$ cat config.mk
export PLATFORM = sky130hd
export DESIGN_NAME = tkm_serial_sub_flat
export DESIGN_NICKNAME = d
export VERILOG_FILES = /design/src/rtl/tkm_serial_sub_pkg.sv /design/src/rtl/tkm_serial_sub_if.sv /design/src/rtl/tkm_serial_sub_full_sub.sv /design/src/rtl/tkm_serial_sub.sv /design/src/flat_wrapper.sv
export SDC_FILE = /design/constraint.sdc
export NUM_CORES = 1
export LEC_CHECK = 0
export ABC_AREA = 1
export CORE_ASPECT_RATIO = 1.1
export CORE_MARGIN = 2
export CORE_UTILIZATION = 45
export CTS_CLUSTER_DIAMETER = 120
export CTS_CLUSTER_SIZE = 25
export DETAILED_ROUTE_END_ITERATION = 8
export GPL_TIMING_DRIVEN = 0
export PLACE_DENSITY = 0.68
export SYNTH_ARGS = -nofsm -noshare
export SYNTH_HDL_FRONTEND = slang
export SYNTH_HIERARCHICAL = 1
export SYNTH_SLANG_ARGS = --single-unit
$ cat constraint.sdc
create_clock -name clk -period 2.7 [get_ports clk]
set_input_delay 0.27 -clock clk [delete_from_list [all_inputs] [get_ports clk]]
set_output_delay 0.27 -clock clk [all_outputs]
set_load 0.01 [all_outputs]
$ cat src/rtl/tkm_serial_sub_pkg.sv
// Shared types and constants for the bit-serial subtractor.
// Optional signed overflow output is enabled by TKM_SUB_OVF_EN.
package tkm_sub_pkg;

    localparam int TKM_SUB_WIDTH = 8;

    typedef enum logic [1:0] {
        IDLE,
        SHIFT,
        DONE
    } sub_state_t;

    function automatic int cnt_width(input int width);
        return ($clog2(width) < 1) ? 1 : $clog2(width);
    endfunction

endpackage

$ cat src/rtl/tkm_serial_sub_if.sv
// Operand/result bundle for tkm_serial_sub.
// ovf_o exists only when TKM_SUB_OVF_EN is defined.
interface tkm_serial_sub_if
    import tkm_sub_pkg::*;
#(
    parameter int WIDTH = TKM_SUB_WIDTH
);

    logic             start_i;
    logic [WIDTH-1:0] a_i;
    logic [WIDTH-1:0] b_i;
    logic             busy_o;
    logic             done_o;
    logic [WIDTH-1:0] diff_o;
    logic             borrow_o;
`ifdef TKM_SUB_OVF_EN
    logic             ovf_o;

    modport master (
        output start_i, a_i, b_i,
        input  busy_o, done_o, diff_o, borrow_o, ovf_o
    );

    modport slave (
        input  start_i, a_i, b_i,
        output busy_o, done_o, diff_o, borrow_o, ovf_o
    );
`else
    modport master (
        output start_i, a_i, b_i,
        input  busy_o, done_o, diff_o, borrow_o
    );

    modport slave (
        input  start_i, a_i, b_i,
        output busy_o, done_o, diff_o, borrow_o
    );
`endif

endinterface

$ cat src/rtl/tkm_serial_sub_full_sub.sv
// One-bit full-subtractor cell: d = a - b - bin, with borrow out.
module tkm_full_sub (
    input  logic a,
    input  logic b,
    input  logic bin,
    output logic d,
    output logic bout
);

    assign d    = a ^ b ^ bin;
    assign bout = (~a & b) | (~(a ^ b) & bin);

endmodule

$ cat src/rtl/tkm_serial_sub.sv
// Bit-serial subtractor: a - b computed LSB-first, one bit per clock.
// Define TKM_SUB_OVF_EN to add the registered signed-overflow output ovf_o.
module tkm_serial_sub
    import tkm_sub_pkg::*;
#(
    parameter int WIDTH = TKM_SUB_WIDTH
) (
    input logic             clk,
    input logic             rst,
    tkm_serial_sub_if.slave bus
);

    localparam int             CNT_W = cnt_width(WIDTH);
    localparam logic [CNT_W-1:0] LAST  = CNT_W'(WIDTH - 1);

    sub_state_t       state;
    logic [WIDTH-1:0] a_sr;
    logic [WIDTH-1:0] b_sr;
    logic [WIDTH-2:0] part;
    logic             bin_q;
    logic [CNT_W-1:0] cnt;
    logic             busy_q;
    logic             done_q;
    logic [WIDTH-1:0] diff_q;
    logic             borrow_q;
    logic             d_bit;
    logic             bout_bit;
    logic [WIDTH-1:0] res_next;
`ifdef TKM_SUB_OVF_EN
    logic             a_msb;
    logic             b_msb;
    logic             ovf_q;
`endif

    tkm_full_sub u_cell (
        .a    (a_sr[0]),
        .b    (b_sr[0]),
        .bin  (bin_q),
        .d    (d_bit),
        .bout (bout_bit)
    );

    // Partial result keeps only WIDTH-1 bits; the last bit is taken straight
    // from the cell on the completion edge.
    assign res_next = {d_bit, part};

    always_ff @(posedge clk or posedge rst) begin
        if (rst) begin
            state    <= IDLE;
            a_sr     <= '0;
            b_sr     <= '0;
            part     <= '0;
            bin_q    <= 1'b0;
            cnt      <= '0;
            busy_q   <= 1'b0;
            done_q   <= 1'b0;
            diff_q   <= '0;
            borrow_q <= 1'b0;
`ifdef TKM_SUB_OVF_EN
            a_msb    <= 1'b0;
            b_msb    <= 1'b0;
            ovf_q    <= 1'b0;
`endif
        end else begin
            case (state)
                IDLE, DONE: begin
                    if (bus.start_i) begin
                        a_sr   <= bus.a_i;
                        b_sr   <= bus.b_i;
                        part   <= '0;
                        bin_q  <= 1'b0;
                        cnt    <= '0;
                        busy_q <= 1'b1;
                        done_q <= 1'b0;
                        state  <= SHIFT;
`ifdef TKM_SUB_OVF_EN
                        a_msb  <= bus.a_i[WIDTH-1];
                        b_msb  <= bus.b_i[WIDTH-1];
`endif
                    end
                end
                SHIFT: begin
                    part  <= res_next[WIDTH-1:1];
                    a_sr  <= a_sr >> 1;
                    b_sr  <= b_sr >> 1;
                    bin_q <= bout_bit;
                    cnt   <= cnt + 1'b1;
                    if (cnt == LAST) begin
                        diff_q   <= res_next;
                        borrow_q <= bout_bit;
                        busy_q   <= 1'b0;
                        done_q   <= 1'b1;
                        cnt      <= '0;
                        state    <= DONE;
`ifdef TKM_SUB_OVF_EN
                        ovf_q    <= (a_msb ^ b_msb) & (d_bit ^ a_msb);
`endif
                    end
                end
                default: state <= IDLE;
            endcase
        end
    end

    assign bus.busy_o   = busy_q;
    assign bus.done_o   = done_q;
    assign bus.diff_o   = diff_q;
    assign bus.borrow_o = borrow_q;
`ifdef TKM_SUB_OVF_EN
    assign bus.ovf_o    = ovf_q;
`endif

endmodule

$ cat src/flat_wrapper.sv
// flat-port wrapper written by rule: the top's interface ports become plain ports
module tkm_serial_sub_flat import tkm_sub_pkg::*;
#(
    parameter int WIDTH = TKM_SUB_WIDTH
)
  (clk, rst, bus_start_i, bus_a_i, bus_b_i, bus_busy_o, bus_done_o, bus_diff_o, bus_borrow_o);
  tkm_serial_sub_if #(.WIDTH(WIDTH)) bus_i ();
  input logic clk;
  input logic rst;
  input wire logic [$bits(bus_i.start_i)-1:0] bus_start_i;
  input wire logic [$bits(bus_i.a_i)-1:0] bus_a_i;
  input wire logic [$bits(bus_i.b_i)-1:0] bus_b_i;
  output wire logic [$bits(bus_i.busy_o)-1:0] bus_busy_o;
  output wire logic [$bits(bus_i.done_o)-1:0] bus_done_o;
  output wire logic [$bits(bus_i.diff_o)-1:0] bus_diff_o;
  output wire logic [$bits(bus_i.borrow_o)-1:0] bus_borrow_o;
  assign bus_i.start_i = bus_start_i;
  assign bus_i.a_i = bus_a_i;
  assign bus_i.b_i = bus_b_i;
  assign bus_busy_o = bus_i.busy_o;
  assign bus_done_o = bus_i.done_o;
  assign bus_diff_o = bus_i.diff_o;
  assign bus_borrow_o = bus_i.borrow_o;
  tkm_serial_sub #(.WIDTH(WIDTH)) u_core (.clk(clk), .rst(rst), .bus(bus_i));
endmodule
==> out/metrics.yaml <==
required_ns: 2.43
worstSetupEndpointType: "output port"
wl_met1_um: 1626
routabilityCongestion: 0.7657
grt_pass1_vias: 1434
grt_max_degree: 41
min_path_type: "in2async"
synth_area_per_cell_um2: 8.595
final.min_clock_period_ns: 1.453
start_util_pct: 46.47
grt_overflow_total: 0
worstMarginPinSlew_ns: 0.8168
routed_wl_um: 3464
critPathBufInv: 1
fmax_mhz: 688.3
die_h_um: 73.52
hold_ws_ns: 0.4525
clock_latency_ns: 0.30
cp_top_family: "buffers and inverters"
hold_violations: 0
fin_worst_skew_ns: 0.005377
status: "finished, final reports clean"
nets: 289
cts_root_buf: "clkbuf_8"
drt_first_iter_violations: 74
seq_area_um2: 1001
final_core_util_pct: 57.41
io_buffer_count: 29
route.vias.total: 1493
highest-signal-layer: "met4"
synth_edf_count: 0
finalInstanceArea_um2: 2442
cts_buffers: 5
diodes: 0
cp_slowest_stage_delay_ns: 0.53
synth.distinct_cells: 20
synthToLayoutAreaGrowth_pct: 23.54
cts_max_path_buffers: 2
rr_worst_depth: 6
worst_r2r_startpoint: "u_core/cnt[0]$_DFFE_PP0P_"
antenna_found_initial: 0
cts_sinks: 40
fin_crit_sh_pct: 53.81
drc_errors: 0
first_pass_iters: 4
rows: 25
met2_length_um: 1610
timing.rr.end: "u_core/bus.diff_o[7]$_DFFE_PP0P_"
critPathKind: "reg2out"
top_level_ports: 30
post-cts-setup-buffers: 0
cp_cell_sequence: "clkdlybuf4s50_1"
finalSetupTns_ns: 0
wl_met3_um: 152
track_usage_pct: 17.43
rrSetupSlack_ns: 1.39
multi_input_area_um2: 714.4
crit_path_max_fanout: 2
cts.clk_slew.worst_paths_ns: 0.08
power_density_nw_per_um2: 1163
slew_viol_final: 0
setup_viol: 0
wl_per_cell_um: 10.79
maxCapViolCount: 0
drive_gt1_share_pct: 13.86
start_kind: "flop"
synth_nets: 253
cpMaxStageDelayCell: "clkdlybuf4s50_1"
die_x_um: 67.20
placed_cell_area_um2: 2335
synth_area_um2: 1977
ys_ff_latch: 40
ys.flop_type: "dfrtp_1"
core_um2: 4254
p_leak_nw: 1.303
vdd_drop_max_v: 0.0005190
grt_pass1_wl_um: 6375
cts_resized: 0
slew_headroom_pct: 45.47
netlist_instances: 230
fillers: 423
ctsHoldBuffers: 0
ant_nets: 0
async_flop_share_pct: 100.0
arrival_ns: 1.18
cts_tree: "done"
vias_per_cell: 4.651
die-area_um2: 4940
dp.final_hpwl_um: 2366
rsz0062_at_grt: "false"
synth_seq_area_share_pct: 50.63
htreeDepth: 2
yosysWarnings: 6
[per-layer routing]
metal	global-route usage [%]	up-vias
met4	8.163	0
met5	0	-
li1	-	765
met2	28.27	34
met3	4.135	7
met1	21.86	687
[through the flow]
step                worst slack, ns  cells  total power [mW]
floorplan                     1.506    230             2.006
global placement             0.6271    313             2.344
detailed placement            1.223    313             2.380
CTS                           1.224    321             2.874
global route                  1.191    321             3.106
finish                        1.247    321             2.839
[kinds of logic (layout without fill, tap and decap cells)]
family | after synthesis | in the layout | synth area share, %
and+or+nand+nor | 113 | 113 | 26.01
buffers and inverters | 54 | 91 | 13.23
AOI/OAI and AO/OA | 19 | 19 | 7.215
adders and majority gates | 4 | 4 | 2.912
DFF | 40 | 40 | 50.63
[Yosys cell counts (2+ instances only)]
library cell	count	area, µm²
nand2_4	2	22.52
o21ai_2	12	105.1
ha_1	3	37.54
buf_6	4	45.04
nand3_1	28	140.1
dfrtp_1	40	1001
o21ai_0	6	30.03
nand2_1	79	296.5
nand2_8	2	40.04
buf_2	3	15.01
inv_1	42	157.7
[power breakdown]
part	leakage [nW]	internal, mW	total, mW	switching [mW]
combinational	0.748	0.585	1.35	0.762
sequential	0.500	0.875	1.01	0.131
clock	0.0552	0.274	0.487	0.212
total	1.30	1.73	2.84	1.10
[final cells by class]
| cell class | instances | area share [%] |
|---|---|---|
| multi-input cells | 136 | 29.25 |
| well taps | 54 | 2.766 |
| repair buffers | 29 | 11.89 |
| inverters | 45 | 7.326 |
| plain buffers | 9 | 3.381 |
| clock buffers | 6 | 2.971 |
| clock inverters | 2 | 1.434 |
| flip-flops and latches | 40 | 40.98 |
[how the worst max path moves through the flow]
stage,startpoint,slack (ns),end,cells past startpoint
after floorplan,rst,1.51,u_core/a_sr[0]$_DFFE_PP0P_,1
after global placement,rst,0.63,u_core/a_sr[5]$_DFFE_PP0P_,2
after detailed placement,bus_start_i,1.22,u_core/b_sr[4]$_DFFE_PP0P_,7
after CTS,u_core/bus.diff_o[4]$_DFFE_PP0P_,1.22,bus_diff_o[4],1
after global routing,u_core/bus.diff_o[4]$_DFFE_PP0P_,1.19,bus_diff_o[4],1
final,u_core/bus.diff_o[4]$_DFFE_PP0P_,1.25,bus_diff_o[4],1
[sequential cells by signal, indices dropped and copies added (netlist names), 2 cells and up]
signal / cells
u_core/part: 7
u_core/b_sr: 8
u_core/a_sr: 8
u_core/bus.diff_o: 8
u_core/state: 2
u_core/cnt: 3
[placed cells by master (no fill, tap or decap)]
master / n
inv_1: 41
o21ai_0: 6
clkinv_2: 1
o31ai_1: 1
nand2_8: 2
dfrtp_1: 40
bufinv_16: 1
nor2_4: 1
clkbuf_8: 5
fa_1: 1
ha_1: 3
buf_6: 4
nand3_1: 28
buf_2: 3
o21ai_2: 12
clkdlybuf4s50_1: 29
buf_8: 1
nand2_1: 79
inv_2: 2
nor2_1: 1
buf_4: 1
clkbuf_1: 1
inv_8: 1
nand2_4: 2
inv_4: 1
Power figures use the tool's default switching activity.
==> patch (same settings) <==
Re-encode `sub_state_t` (3 states) as one-hot, 3 bits wide.
--- a/src/rtl/tkm_serial_sub_pkg.sv
+++ b/src/rtl/tkm_serial_sub_pkg.sv
@@ -4,10 +4,10 @@
 
     localparam int TKM_SUB_WIDTH = 8;
 
-    typedef enum logic [1:0] {
-        IDLE,
-        SHIFT,
-        DONE
+    typedef enum logic [2:0] {
+        IDLE  = 3'b001,
+        SHIFT = 3'b010,
+        DONE  = 3'b100
     } sub_state_t;
 
     function automatic int cnt_width(input int width);
Behaviour: no difference found for any inputs over 10 cycles, from zero or initial values and one cycle with rst high; not proved beyond that.
==> patch against the unedited design <==
Non-clock buffer count unchanged; worst setup slack worse by 0.011 ns; sequential cell count up 1; die area down 2.9%; total power down 20%; area after synthesis down 3.0%; wire length down 1.7%; cell area down 2.7%.
==> patch: results (changes against the unedited design) <==
* Post-CTS setup buffers at 0 (unchanged)
* WL met1 at 1640 um (+1.0%)
* GRT Total Usage at 16.7% (-0.77 points)
* Worst-path clk slew at 0.07 ns
* Met3 usage at 5.58% (+1.4 points)
* Top Metal Used: met4
* Sequential fraction of the synthesis area at 53.6% (+3.0 points)
* Via density at 4.73 (+1.8%)
* Seq power at 0.000881 W (-13%)
* Worst min path class: in -> async
* Maximum vdd drop at 0.511 mV (-1.6%)
* R2R Path Start: u_core/cnt[0]$_DFFE_PP0P_
* Met2 routed WL at 1590 um (-1.1%)
* Hold buffers post-CTS at 0 (unchanged)
* First-pass GRT wire length at 6040 um (-5.3%)
* Detailed-placement wirelength estimate at 2480 um (+4.8%)
* WL final at 3400 um (-1.7%)
* CP max stage cell: dfrtp_1
* Clock Power at 0.000463 W (-4.9%)
* Synth Flop Type: dfrtp_1
* Routability congestion estimate at 0.743 (-3.0%)
* Sw Ratio at 36.8% (-2.1 points)
* Post-synth top cells: nand2_1, dfrtp_1, inv_1
* Synth area leaders: dfrtp_1, nand2_1, inv_1, o21ai_1, o21ai_0
* WS Path Type: reg -> reg
* Final #Nets at 276 (-4.5%)
* Static Leakage at 1.16 nW (-11%)
* Crit Path Max Fanout at 10 (+8)
* DR pass1 iterations at 4 (unchanged)
* Max power group: combinational cells
* Worst skew pair latency at 0.29 ns
* Routed length on met3 at 130 um (-14%)
* Worst EP arrival at 1.69 ns (+0.51 ns)
* CP top delay family: adder cells
* Status: finished clean
* Largest net degree at the start of global routing at 42 (+2.4%)
* Met1 usage at 20.5% (-1.4 points)
* GR Layer Usage met2 at 27.6% (-0.72 points)
* Share of cells above drive strength 1 at 13.0% (-0.81 points)
* Mapped Nets at 240 (-5.1%)
* Vias in the first global route at 1,406 (-2.0%)
* Slowest stage delay, CP at 0.40 ns (-0.13 ns)
* Worst slew pin tran at 0.834 ns (+0.0171 ns)
* DRC at 0 (unchanged)
* Synth unique cells at 21 (+5.0%)
* Skew final at 0.00623 ns (+0.000850 ns)
* Synth Warn # at 6 (unchanged)
* Initial DRC count at 68 (-8.1%)
[patch: cell type report]
| class | instances | area [um2] |
|---|---|---|
| Clock buffer | 5 | 68.8 |
| Sequential cell | 41 | 1030 |
| Inverter | 32 | 120 |
| Timing Repair Buffer | 29 | 290 |
| Fill cell | 384 | 1650 |
| Tap cell | 52 | 65.1 |
| Multi-Input combinational cell | 135 | 696 |
| Clock inverter | 2 | 35.0 |
| Buffer | 9 | 73.8 |
[patch: logic make-up (layout without fill, tap and decap cells)]
logic type      after synthesis  after routing  share of synthesized area [%]
compound gates               44             44                           12.9
buf+inv                      41             77                           10.1
simple gates                 87             87                           20.4
fa+ha+maj                     4              4                           3.00
flops                        41             41                           53.6
[patch: through the flow]
step	worst slack [ns]	area, um2	cells	total power [W]	utilization [%]
global placement	0.598	2270	298	0.00180	56.5
finish	1.24	2380	305	0.00226	59.0
detailed placement	1.11	2270	298	0.00183	56.5
floorplan	1.40	1920	217	0.00160	-
global route	1.11	2380	305	0.00246	59.0
CTS	1.22	2380	305	0.00230	59.0
[patch: worst paths after layout]
check                                                  end  slack, ns  cells past startpoint
setup / recovery           u_core/bus.borrow_o$_DFFE_PP0P_       1.24                      6
hold / removal                  u_core/a_sr[0]$_DFFE_PP0P_       0.47                      2
setup reg to reg           u_core/bus.borrow_o$_DFFE_PP0P_       1.24                      6
hold reg to reg              u_core/bus.busy_o$_DFFE_PP0P_       0.48                      2
max in group asynchronous    u_core/bus.busy_o$_DFFE_PP0P_       1.71                      2
min in group clk             u_core/bus.busy_o$_DFFE_PP0P_       0.48                      2
[patch: worst reg2reg max path, cell delays in order, from the launching register on]
cell     delay, ns
dfrtp_1       0.40
ha_1          0.22
ha_1          0.23
nand2_2       0.16
buf_2         0.24
nand2_1       0.07
nand2_1       0.06
